[config.mk]
export PLATFORM = sky130hd
export DESIGN_NAME = attention_value_stage
export DESIGN_NICKNAME = d
export VERILOG_FILES = /design/src/rtl/attn_pkg.sv /design/src/rtl/attn_mac.sv /design/src/rtl/attention_value_stage.sv
export SDC_FILE = /design/constraint.sdc
export NUM_CORES = 2
export LEC_CHECK = 0
export ABC_AREA = 1
export CORE_UTILIZATION = 58
export CTS_BUF_LIST = sky130_fd_sc_hd__clkbuf_4 sky130_fd_sc_hd__clkbuf_8
export DETAILED_ROUTE_END_ITERATION = 8
export DONT_BUFFER_PORTS = 1
export PLACE_DENSITY_LB_ADDON = 0.08
export RECOVER_POWER = 25
export SETUP_SLACK_MARGIN = 0.4
export SLEW_MARGIN = 20
export SYNTH_ARGS = -nofsm -noshare
export SYNTH_HDL_FRONTEND = slang
export SYNTH_SLANG_ARGS = --single-unit
[constraint.sdc]
create_clock -name clk -period 8.8 [get_ports clk]
set_input_delay 1.76 -clock clk [delete_from_list [all_inputs] [get_ports clk]]
set_output_delay 1.76 -clock clk [all_outputs]
set_load 0.02 [all_outputs]
[src/rtl/attn_pkg.sv]
// Shared types and constants for the attention value stage (Z = S*V).
// Supplies default SRAM range macros when the integration does not define them.
`ifndef SRAM_ADDR_RANGE
`define SRAM_ADDR_RANGE 15:0
`endif
`ifndef SRAM_DATA_RANGE
`define SRAM_DATA_RANGE 31:0
`endif

package attn_pkg;

   localparam int ATTN_DIM_W  = 16;
   localparam int ATTN_DATA_W = 32;

   localparam logic [ATTN_DATA_W-1:0] ATTN_SAT_MAX = '1;

   typedef enum logic [2:0] {
      IDLE,
      ISSUE,
      DRAIN,
      WRITE,
      DONE
   } attn_state_e;

endpackage

[src/rtl/attn_mac.sv]
// Multiply-accumulate for one Z element; clear has priority over enable.
// ATTN_SATURATE_EN selects full-width products with a clamp at all-ones.
module attn_mac
   import attn_pkg::*;
#(
   parameter int W = ATTN_DATA_W
) (
   input  logic         clk,
   input  logic         reset_n,
   input  logic         clr,
   input  logic         en,
   input  logic [W-1:0] a,
   input  logic [W-1:0] b,
   output logic [W-1:0] acc_d
);

   logic [W-1:0] acc;
   logic [W-1:0] sum_w;

`ifdef ATTN_SATURATE_EN
   logic [2*W-1:0] prod;
   logic [2*W:0]   sum;

   assign prod  = (2*W)'(a) * (2*W)'(b);
   assign sum   = {1'b0, prod} + (2*W+1)'(acc);
   // Once clamped, further non-negative terms keep it clamped.
   assign sum_w = (sum > (2*W+1)'(ATTN_SAT_MAX)) ? ATTN_SAT_MAX : sum[W-1:0];
`else
   assign sum_w = acc + a * b;
`endif

   always_comb begin
      acc_d = acc;
      if (clr) begin
         acc_d = '0;
      end else if (en) begin
         acc_d = sum_w;
      end
   end

   always_ff @(posedge clk or negedge reset_n) begin
      if (!reset_n) begin
         acc <= '0;
      end else begin
         acc <= acc_d;
      end
   end

endmodule

[src/rtl/attention_value_stage.sv]
// Computes Z = S*V one MAC per cycle, reading S/V from SRAM and writing Z row-major.
// Optional macro ATTN_SATURATE_EN (in attn_mac) clamps the accumulator instead of wrapping.
//
// state | meaning
// IDLE  | ready; accept latches dims/bases
// ISSUE | present S/V read addresses for current k
// DRAIN | accumulate the last product of the element
// WRITE | write Z[i][j], clear accumulator, advance j/i
// DONE  | one-cycle done pulse
module attention_value_stage
   import attn_pkg::*;
#(
   parameter int DIM_W  = ATTN_DIM_W,
   parameter int DATA_W = ATTN_DATA_W
) (
   input  logic                    clk,
   input  logic                    reset_n,
   input  logic                    start_valid,
   output logic                    ready,
   output logic                    done,
   input  logic [DIM_W-1:0]        n_tokens,
   input  logic [DIM_W-1:0]        d_model,
   input  logic [`SRAM_ADDR_RANGE] s_base,
   input  logic [`SRAM_ADDR_RANGE] v_base,
   input  logic [`SRAM_ADDR_RANGE] z_base,
   output logic [`SRAM_ADDR_RANGE] dut__tb__sram_result_read_address,
   input  logic [`SRAM_DATA_RANGE] tb__dut__sram_result_read_data,
   output logic [`SRAM_ADDR_RANGE] dut__tb__sram_scratchpad_read_address,
   input  logic [`SRAM_DATA_RANGE] tb__dut__sram_scratchpad_read_data,
   output logic                    dut__tb__sram_result_write_enable,
   output logic [`SRAM_ADDR_RANGE] dut__tb__sram_result_write_address,
   output logic [`SRAM_DATA_RANGE] dut__tb__sram_result_write_data
);

   typedef logic [`SRAM_ADDR_RANGE] addr_t;

   attn_state_e state_q, state_d;

   logic [DIM_W-1:0] n_q, d_q;
   logic [DIM_W-1:0] k_left, j_left, i_left;
   addr_t            v_base_q;
   addr_t            s_row_q, s_ptr_q, v_col_q, v_ptr_q, z_ptr_q;
   addr_t            rd_s_hold, rd_v_hold, wr_addr_q;
   logic [DATA_W-1:0] wr_data_q;
   logic [DATA_W-1:0] acc_d;
   logic             valid_q;
   logic             accept;

   assign accept = (state_q == IDLE) && start_valid;

   always_ff @(posedge clk or negedge reset_n) begin
      if (!reset_n) begin
         state_q <= IDLE;
      end else begin
         state_q <= state_d;
      end
   end

   always_comb begin
      state_d = state_q;
      unique case (state_q)
         IDLE:    if (start_valid) state_d = (n_tokens == '0 || d_model == '0) ? DONE : ISSUE;
         ISSUE:   if (k_left == '0) state_d = DRAIN;
         DRAIN:   state_d = WRITE;
         WRITE:   state_d = (i_left == '0 && j_left == '0) ? DONE : ISSUE;
         DONE:    state_d = IDLE;
         default: state_d = IDLE;
      endcase
   end

   // Pointers advance incrementally so no multiplier is needed for i*N or k*D.
   always_ff @(posedge clk or negedge reset_n) begin
      if (!reset_n) begin
         n_q       <= '0;
         d_q       <= '0;
         k_left    <= '0;
         j_left    <= '0;
         i_left    <= '0;
         v_base_q  <= '0;
         s_row_q   <= '0;
         s_ptr_q   <= '0;
         v_col_q   <= '0;
         v_ptr_q   <= '0;
         z_ptr_q   <= '0;
         rd_s_hold <= '0;
         rd_v_hold <= '0;
         wr_addr_q <= '0;
         wr_data_q <= '0;
         valid_q   <= 1'b0;
      end else begin
         valid_q <= (state_q == ISSUE);
         unique case (state_q)
            IDLE: begin
               if (start_valid) begin
                  n_q      <= n_tokens;
                  d_q      <= d_model;
                  v_base_q <= v_base;
                  s_row_q  <= s_base;
                  s_ptr_q  <= s_base;
                  v_col_q  <= v_base;
                  v_ptr_q  <= v_base;
                  z_ptr_q  <= z_base;
                  k_left   <= n_tokens - 1'b1;
                  j_left   <= d_model - 1'b1;
                  i_left   <= n_tokens - 1'b1;
               end
            end
            ISSUE: begin
               rd_s_hold <= s_ptr_q;
               rd_v_hold <= v_ptr_q;
               s_ptr_q   <= s_ptr_q + 1'b1;
               v_ptr_q   <= v_ptr_q + addr_t'(d_q);
               if (k_left != '0) k_left <= k_left - 1'b1;
            end
            DRAIN: begin
               wr_addr_q <= z_ptr_q;
               wr_data_q <= acc_d;
            end
            WRITE: begin
               z_ptr_q <= z_ptr_q + 1'b1;
               k_left  <= n_q - 1'b1;
               if (j_left == '0) begin
                  j_left  <= d_q - 1'b1;
                  i_left  <= i_left - 1'b1;
                  s_row_q <= s_row_q + addr_t'(n_q);
                  s_ptr_q <= s_row_q + addr_t'(n_q);
                  v_col_q <= v_base_q;
                  v_ptr_q <= v_base_q;
               end else begin
                  j_left  <= j_left - 1'b1;
                  s_ptr_q <= s_row_q;
                  v_col_q <= v_col_q + 1'b1;
                  v_ptr_q <= v_col_q + 1'b1;
               end
            end
            default: ;
         endcase
      end
   end

   attn_mac #(
      .W (DATA_W)
   ) u_mac (
      .clk     (clk),
      .reset_n (reset_n),
      .clr     (accept || (state_q == WRITE)),
      .en      (valid_q),
      .a       (tb__dut__sram_result_read_data),
      .b       (tb__dut__sram_scratchpad_read_data),
      .acc_d   (acc_d)
   );

   assign ready = (state_q == IDLE);
   assign done  = (state_q == DONE);

   assign dut__tb__sram_result_read_address     = (state_q == ISSUE) ? s_ptr_q : rd_s_hold;
   assign dut__tb__sram_scratchpad_read_address = (state_q == ISSUE) ? v_ptr_q : rd_v_hold;

   assign dut__tb__sram_result_write_enable  = (state_q == WRITE);
   assign dut__tb__sram_result_write_address = wr_addr_q;
   assign dut__tb__sram_result_write_data    = wr_data_q;

endmodule

==> results by group <==
Detailed routing
  – DRC violations left: 0
  – Avg Vias per Cell: about 5.3
  – First DRT Iteration DRCs: between 2000 and 2500
  – Routed wire length per instance: 17.64 um
  – Antenna Nets Post-Route: 0
  – Detailed Routing Iterations Pass 1: 6
  – Routed wire length: approximately 90000 um
  – Vias: about 28000

Timing
  – Clock Skew: 0.05084 ns
  – Total negative slack: 0 ns
  – RSZ-0062 raised after global routing: false
  – Slew headroom: a little over a fifth
  – Period utilization: 86.89%
  – Slew @ Worst Pin: about 1.2 ns
  – Max Freq: 130.8 MHz
  – Finish-stage setup viols: 0
  – Final Max Slew Viols: 0
  – Final setup margin: ~1.2 ns
  – Post-layout min period: approximately 7.6 ns
  – Final hold violations: 0

CTS
  – CTS Buf Count: 50
  – CTS Buffer Depth: 3
  – Clock latency at the later pin of the worst-skew pair: between 0.6 and 0.7 ns
  – Clock sinks: between 200 and 300
  – # hold bufs at CTS: 0
  – Setup repair bufs after CTS: 0
  – TritonCTS clock tree: yes
  – CTS root buffer: clkbuf_8
  – H-tree level count: 2
  – CTS resizes: 0
  – Clock Pin Slew Worst Setup and Hold Paths: around 0.07 ns

Global route
  – Initial antenna violation count: 4
  – Vias in the first global route: between 20000 and 30000
  – All-Layer GR Usage: 31.89%
  – Largest net degree at the start of global routing: about 290
  – GRT overflow: 0
  – First-pass GRT wire length: about 150000 um

Finish
  – P&R area growth vs syn: 4.182%
  – Most common cell after layout, fill and taps aside: nand2_1
  – Finished Core Util: between 60% and 70%
  – Most frequent cells in the layout: nand2_1, inv_1, fa_1, dfrtp_1, o21ai_0
  – Final net count: 5164
  – Share of layout cells above drive strength 1: 3.838%

Place
  – Port buffer count: 0
  – Dpl ws: 0.5845 ns
  – Detailed placement HPWL: 72100 um
  – GP Congestion: around 0.90

Worst setup path
  – CP Buf/Inv Count: 7
  – Crit. path cell count: 26
  – Worst Path Arrival: ~8 ns
  – Max incr delay on CP: 0.53 ns
  – Critical Path End Type: register
  – CP endpoint: dut__tb__sram_result_write_data[22]
  – R2r endpoint: dut__tb__sram_result_write_data[22]
  – CP Max Fanout: 33
  – Most frequent CP cell: fa_1
  – Critical Path Source Type: input port
  – CP Class: in2reg
  – Critical Path RT: 9.33 ns
  – FF-to-FF path depth: 24
  – Worst setup path startpoint: tb__dut__sram_scratchpad_read_data[0]
  – Reg-to-reg slack, setup: 2.01 ns
  – Top delay family on crit path: adder cells
  – Crit-path slowest cell: fa_1
  – R2R Path Start: u_mac.acc[18]

Synth
  – Yosys warns: 0
  – EDFF count, synth: 0
  – Synth top area share: around 26%
  – Avg Cell Area, Syn: 7.466 um2
  – Post-synth ARST share: 100.0%
  – Cell count after synthesis: 4552
  – Post-Syn Nets: 5300
  – Netlist Area Pre-Place: about 34000 um2
  – Yosys top cell by area: fa_1
  – #FFs+latches synth: ~300
  – Sequential fraction of the synthesis area: a little over a fifth
  – Library cells used by synthesis: a little under 60
  – Synth area leaders: fa_1, dfrtp_1, nand2_1
  – Top_reg_cell synth: dfrtp_1

Floorplanning
  – Die height: approximately 240 um
  – Die ar.: 59570 um2
  – Rows: 88
  – CORE AREA: approximately 58000 um2
  – IO Pins: 230
  – Die W: ~240 um
  – Initial core utilization: a little under 60%

Run
  – Max_cap viols: 0

Status
  – Status: finished clean

Min path
  – Hold crit path type: reg2reg
[worst min path at each step]
stage	start	end	slack (ns)	depth (start not counted)
6_report	v_base_q[1]	v_base_q[1]	0.48	2
5_1_grt	v_base_q[1]	v_base_q[1]	0.50	2
4_1_cts	v_base_q[14]	v_base_q[14]	0.48	2
3_5_place_dp	v_base_q[14]	v_base_q[14]	0.46	2
3_3_place_gp	v_base_q[1]	v_base_q[1]	0.46	2
2_1_floorplan	v_base_q[12]	v_base_q[12]	0.44	2
[worst min-delay path: stages (launching register included)]
cell,delay (ns)
dfrtp_1,0.34
nand2_1,0.05
nand2_1,0.05
[synth_stat cells, drive strengths merged, types with 18 or more instances]
cell type  number
nand2        1210
o22ai          23
xor2           43
a31oi          18
ha            161
o21ai         298
o211ai         25
a21oi         170
nand4          27
nand3         158
clkbuf        156
fa            440
dfrtp         292
a22oi          23
inv          1127
nor3           42
nor2          164
buf            45
[layer usage]
metal  global-route usage (%)  share of wire [%]  up-vias
met1                    41.38                 41    13525
li1                         -                  -    13437
met5                        0              0.013        -
met4                    10.00                3.1        2
met2                    53.70                 48      777
met3                    6.365                7.2      140
[flip-flops by register name (all words and copies together), names as in the netlist, 3 cells and up]
| signal | count |
|---|---|
| rd_v_hold | 16 |
| dut__tb__sram_result_write_address | 16 |
| j_left | 16 |
| v_col_q | 16 |
| v_base_q | 16 |
| n_q | 16 |
| d_q | 16 |
| i_left | 16 |
| s_row_q | 16 |
| u_mac.acc | 32 |
| k_left | 16 |
| z_ptr_q | 16 |
| state_q | 3 |
| s_ptr_q | 16 |
| rd_s_hold | 16 |
| v_ptr_q | 16 |
| dut__tb__sram_result_write_data | 32 |
[per-stage QoR]
step                      hold WS (ns)  std cells  area, um2
after floorplan                 0.4422       4552      33980
after global placement          0.4597       5129      34260
after detailed placement        0.4634       5129      34260
after CTS                       0.4781       5220      35400
after global routing            0.5047       5222      35410
final                           0.4779       5222      35410
[area by class of cell]
| cell class | count | area [um2] |
|---|---|---|
| Antenna cell | 2 | 5.005 |
| Clock buffer | 76 | 977.2 |
| Clock inverter | 15 | 167.7 |
| Fill cell | 5479 | 22400 |
| Inverter | 1129 | 4238 |
| Multi-Input combinational cell | 2930 | 21660 |
| Sequential cell | 292 | 7307 |
| Tap cell | 765 | 957.2 |
| Timing Repair Buffer | 13 | 97.59 |
[cells by family after synthesis]
kind of cell             synth area share, %
XOR/XNOR                               1.443
adder cells (fa/ha/maj)                31.85
AND/OR/NAND/NOR                        19.79
buffers and inverters                  14.84
flip-flops                             21.50
AO/OA/AOI/OAI                          10.57
Power is not shown: default switching activity piles up to over one toggle a cycle in this logic, so the estimate is an artifact.
